`src/rtl/melody_sequencer.sv`:
```
// melody_sequencer: debounces an active-low key and, on each press, plays a
// fixed 4-note melody as half-period compare values for a tone generator.
// Each note is held for NOTE_LEN cycles, with GAP_LEN silent cycles between
// notes. A press while the melody is playing aborts it.
module melody_sequencer #(
    parameter int DEBOUNCE_CYCLES = 120000,
    parameter int NOTE_LEN        = 12000000,
    parameter int GAP_LEN         = 1200000,
    parameter int NOTE0           = 27272,
    parameter int NOTE1           = 18202,
    parameter int NOTE2           = 15306,
    parameter int NOTE3           = 22933
) (
    input  logic        clk12MHz,
    input  logic        rst,
    input  logic        key1,
    output logic [23:0] half_period,
    output logic        tone_en,
    output logic [1:0]  note_index,
    output logic        busy,
    output logic        done
);

    localparam logic [23:0] DEB_MAX   = 24'(DEBOUNCE_CYCLES);
    localparam logic [23:0] NOTE_LAST = 24'(NOTE_LEN - 1);
    localparam logic [23:0] GAP_LAST  = 24'(GAP_LEN - 1);
    localparam bit          GAP_EN    = (GAP_LEN != 0);

    typedef enum logic [1:0] {IDLE, NOTE, GAP} state_t;

    // Note table lookup; a zero value marks a rest.
    function automatic logic [23:0] note_val(input logic [1:0] idx);
        case (idx)
            2'd0:    note_val = 24'(NOTE0);
            2'd1:    note_val = 24'(NOTE1);
            2'd2:    note_val = 24'(NOTE2);
            default: note_val = 24'(NOTE3);
        endcase
    endfunction

    logic        key_meta, key_s;
    logic [23:0] deb_cnt;
    logic        deb_level, deb_level_q;
    logic        press;

    state_t      state, state_n;
    logic [23:0] cnt, cnt_n;
    logic [23:0] half_period_n;
    logic        tone_en_n, busy_n, done_n;
    logic [1:0]  note_index_n, idx_inc;

    // Two-flop synchronizer; idles at 1 (key released).
    always_ff @(posedge clk12MHz) begin
        if (rst) begin
            key_meta <= 1'b1;
            key_s    <= 1'b1;
        end else begin
            key_meta <= key1;
            key_s    <= key_meta;
        end
    end

    // Debounce: count consecutive disagreeing cycles, accept the new level at DEBOUNCE_CYCLES.
    always_ff @(posedge clk12MHz) begin
        if (rst) begin
            deb_cnt     <= '0;
            deb_level   <= 1'b1;
            deb_level_q <= 1'b1;
        end else begin
            deb_level_q <= deb_level;
            if (key_s != deb_level) begin
                if (deb_cnt == DEB_MAX) begin
                    deb_level <= key_s;
                    deb_cnt   <= '0;
                end else begin
                    deb_cnt <= deb_cnt + 24'd1;
                end
            end else begin
                deb_cnt <= '0;
            end
        end
    end

    // Only the falling edge of the debounced level is an event; release is ignored.
    assign press   = deb_level_q & ~deb_level;
    assign idx_inc = note_index + 2'd1;

    // Sequencer state and registered outputs.
    always_ff @(posedge clk12MHz) begin
        if (rst) begin
            state       <= IDLE;
            cnt         <= '0;
            half_period <= '0;
            tone_en     <= 1'b0;
            note_index  <= '0;
            busy        <= 1'b0;
            done        <= 1'b0;
        end else begin
            state       <= state_n;
            cnt         <= cnt_n;
            half_period <= half_period_n;
            tone_en     <= tone_en_n;
            note_index  <= note_index_n;
            busy        <= busy_n;
            done        <= done_n;
        end
    end

    // Next-state and next-output logic; an abort press outranks the end of a note.
    always_comb begin
        state_n       = state;
        cnt_n         = cnt + 24'd1;
        half_period_n = half_period;
        tone_en_n     = tone_en;
        note_index_n  = note_index;
        busy_n        = busy;
        done_n        = 1'b0;
        case (state)
            IDLE: begin
                cnt_n = '0;
                if (press) begin
                    state_n       = NOTE;
                    note_index_n  = 2'd0;
                    half_period_n = note_val(2'd0);
                    tone_en_n     = (note_val(2'd0) != 24'd0);
                    busy_n        = 1'b1;
                end
            end
            NOTE, GAP: begin
                if (press) begin
                    state_n       = IDLE;
                    cnt_n         = '0;
                    half_period_n = '0;
                    tone_en_n     = 1'b0;
                    note_index_n  = 2'd0;
                    busy_n        = 1'b0;
                end else if (state == NOTE && cnt == NOTE_LAST) begin
                    cnt_n = '0;
                    if (note_index == 2'd3) begin
                        state_n       = IDLE;
                        half_period_n = '0;
                        tone_en_n     = 1'b0;
                        note_index_n  = 2'd0;
                        busy_n        = 1'b0;
                        done_n        = 1'b1;
                    end else if (!GAP_EN) begin
                        note_index_n  = idx_inc;
                        half_period_n = note_val(idx_inc);
                        tone_en_n     = (note_val(idx_inc) != 24'd0);
                    end else begin
                        state_n   = GAP;
                        tone_en_n = 1'b0;
                    end
                end else if (state == GAP && cnt == GAP_LAST) begin
                    state_n       = NOTE;
                    cnt_n         = '0;
                    note_index_n  = idx_inc;
                    half_period_n = note_val(idx_inc);
                    tone_en_n     = (note_val(idx_inc) != 24'd0);
                end
            end
            default: begin
                state_n = IDLE;
                cnt_n   = '0;
            end
        endcase
    end

endmodule

```
`config.mk`:
```
export PLATFORM = sky130hd
export DESIGN_NAME = melody_sequencer
export DESIGN_NICKNAME = d
export VERILOG_FILES = /design/src/rtl/melody_sequencer.sv
export SDC_FILE = /design/constraint.sdc
export NUM_CORES = 1
export LEC_CHECK = 0
export CORE_UTILIZATION = 25
export CTS_CLUSTER_DIAMETER = 50
export DETAILED_ROUTE_END_ITERATION = 7
export GPL_TIMING_DRIVEN = 0
export SLEW_MARGIN = 20
export SYNTH_ARGS = -nofsm -noshare
export SYNTH_HDL_FRONTEND = slang
export SYNTH_SLANG_ARGS = --single-unit
```
`constraint.sdc`:
```
create_clock -name clk12MHz -period 2.7 [get_ports clk12MHz]
set_input_delay 0.54 -clock clk12MHz [delete_from_list [all_inputs] [get_ports clk12MHz]]
set_output_delay 0.54 -clock clk12MHz [all_outputs]
set_load 0.02 [all_outputs]
```
==> flow_summary.ini <==
[status]
status = finished clean

[min_path]
hold_path_class = reg -> reg
whs_path_depth = 1

[logic_synthesis]
synth_common_cells = dfxtp_1 (68), nor2_1 (60), nand2_1 (30), nand3_1 (25), xor2_1 (24)
yosys.area.top_type = dfxtp_1
async_reset_ff_share_pct = 0
syn_avg_cell_area_sq_um = 8.75
synth_top_area_share_pct = 40.5
yosysSeqAreaShare_pct = 40.5
synth.most_common_cell = dfxtp_1
syn-cell-area_sq_um = 3360
synth_flop_cell = dfxtp_1
synth_cell_types = 48
synth_warnings = 0
yosys-top-cells-area = dfxtp_1 (41%), nor2_1 (6.7%), xor2_1 (6.3%), xnor2_1 (5.7%), ha_1 (4.8%)
synth_edf_count = 0
synth-seq-cells = 68
syn_inst = 384

[clock_tree]
cts_resized = 0
htreeDepth = 3
clk_pin_slew_ns = 0.06
cts_tree = done
cts_sinks = 68
holdBufCountCts = 0
cts_buffer_depth = 2
cts_root_buf = clkbuf_16
clk_latency_ns = 0.33
cts_inserted_buffers = 9
cts_setup_buffers = 0

[floorplan]
fp.coreArea_sq_um = 12900
die_w_um = 118
die-area_sq_um = 13900
num_io_pins = 32
start_util_pct = 26.1
row_count = 41
fp.dieH_um = 118

[placed_design]
preCtsSetupSlack_ns = 0.324
hpwl_mm = 4.83
dp_cells = 586
io_buffers = 21
place_congestion = 0.825

[detailed_routing]
vias_per_cell = 4.49
drt_iter0_markers = 107
wl_per_cell_um = 11.2
drc = 0
antenna_left = 0
first_pass_iters = 4
vias = 2704
routed_wirelength_mm = 6.75

[sta]
max_freq_mhz = 412
tightest_slew_ns = 0.967
finClkSkew_ns = 0.00740
slew_headroom_pct = 35.0
worst_slack_ns = 0.274
setup-tns-final_ns = 0
fin_crit_sh_pct = 89.8
rsz0062_at_grt = false
finalHoldViolations = 0
setup_viol = 0
final-max-slew-violation-count = 0
post-route-min-period_ns = 2.43

[worst_setup_path]
cp-start-kind = flop
arrival_ns = 2.69
crit_fanout = 5
critPathRequiredTime_ns = 2.96
ff2ff_path_depth = 7
worst-setup-path-type = reg -> reg
end_kind = flop

[final_layout]
instances_no_fill = 602
synthToLayoutAreaGrowth_pct = 22.1
postLayoutCoreUtil_pct = 31.9
drive_above_1_share_pct = 11.9
layout.nets = 441
antenna-diode-count = 0

[grt]
grt_pass1_vias = 2472
grtUsageTotal_pct = 10.0
antenna_found_initial = 0
grt_max_degree = 14
grt_overflow_total = 0
grt_pass1_wl_mm = 11.4

[power]
power_uw = 2120
p_leak_uw = 0.00134
p_per_area_nw_per_um2 = 517
peakVddDrop_uv = 279

[job]
maxCapViolCount = 0
==> registers in the layout (all words and copies together), names as in the netlist, 2 cells and up <==
register,cells
state,2
half_period,10
deb_cnt,24
cnt,24
==> critical path: stages (launching register included) <==
cell and delay (ns):
dfxtp_1 0.35, inv_1 0.10, ha_1 0.16, nor4bb_1 0.34, and4_1 0.30, a21oi_1 0.14
nor4b_1 0.75, a32o_2 0.22
==> cells by family (layout without fill, tap and decap cells) <==
| group | Yosys count | after routing | share of synthesized area, % |
|---|---|---|---|
| AOI/OAI and AO/OA | 25 | 25 | 6.78 |
| xor gates and xnor gates | 46 | 46 | 12.0 |
| adders and majority gates | 13 | 13 | 4.84 |
| buffers and inverters | 44 | 81 | 7.04 |
| DFF | 68 | 68 | 40.5 |
| muxes | 2 | 2 | 0.596 |
| other | 1 | 10 | 0.112 |
| and+or+nand+nor | 185 | 185 | 28.1 |
==> where the power goes <==
part           switching (uW)  total (uW)  internal, uW
Combinational            24.3        40.1          15.8
Sequential               1.29        1010          1010
Clock                     450        1080           625
Total                     476        2120          1650
==> layer usage <==
metal / routed length (um) / track usage, % / vias up
li1: - / - / 1379
met1: 3330 / 12.9 / 1279
met2: 3100 / 15.7 / 44
met3: 274 / 2.66 / 2
met4: 44 / 4.49 / 0
met5: 0 / 0 / -
==> path summary, 6_finish.rpt <==
check	from	slack, ns	endpoint
worst min register to register	key_meta	0.42	key_s
worst min-delay path	key_meta	0.42	key_s
worst max-delay path	state[0]	0.27	half_period[2]
worst max register to register	state[0]	0.27	half_period[2]
==> per-stage QoR <==
step | instance area [sq um] | hold WS [ns]
2_1_floorplan | 3390 | 0.389
3_3_place_gp | 3820 | 0.402
3_5_place_dp | 3820 | 0.404
4_1_cts | 4100 | 0.430
5_1_grt | 4100 | 0.450
6_report | 4100 | 0.421
==> final cells by class <==
cell class / instances / area, sq um
buffer: 27 / 173
clock inverter: 7 / 51.3
fill: 1358 / 8770
timing repair buffer: 21 / 210
tap: 172 / 215
inverter: 17 / 63.8
clock buffer: 9 / 225
sequential: 68 / 1360
multi-input combinational: 281 / 1800
==> placed cells by master, fill, tap and decap left out, drive strengths merged, types with 3 or more instances in the layout <==
| master | n |
|---|---|
| dfxtp | 68 |
| nor2 | 60 |
| nand2 | 30 |
| nand3 | 26 |
| xor2 | 24 |
| buf | 23 |
| xnor2 | 22 |
| clkdlybuf4s50 | 21 |
| inv | 19 |
| ha | 13 |
| clkbuf | 13 |
| nand4 | 11 |
| nor3 | 10 |
| conb | 10 |
| nor4 | 7 |
| and4 | 6 |
| or3 | 5 |
| a21oi | 5 |
| and3 | 5 |
| a32o | 5 |
| nand3b | 4 |
| a221oi | 4 |
| and2 | 3 |
| o21ai | 3 |
| or2 | 3 |
| clkinv | 3 |
No activity file was read; power rests on OpenSTA's default activity.
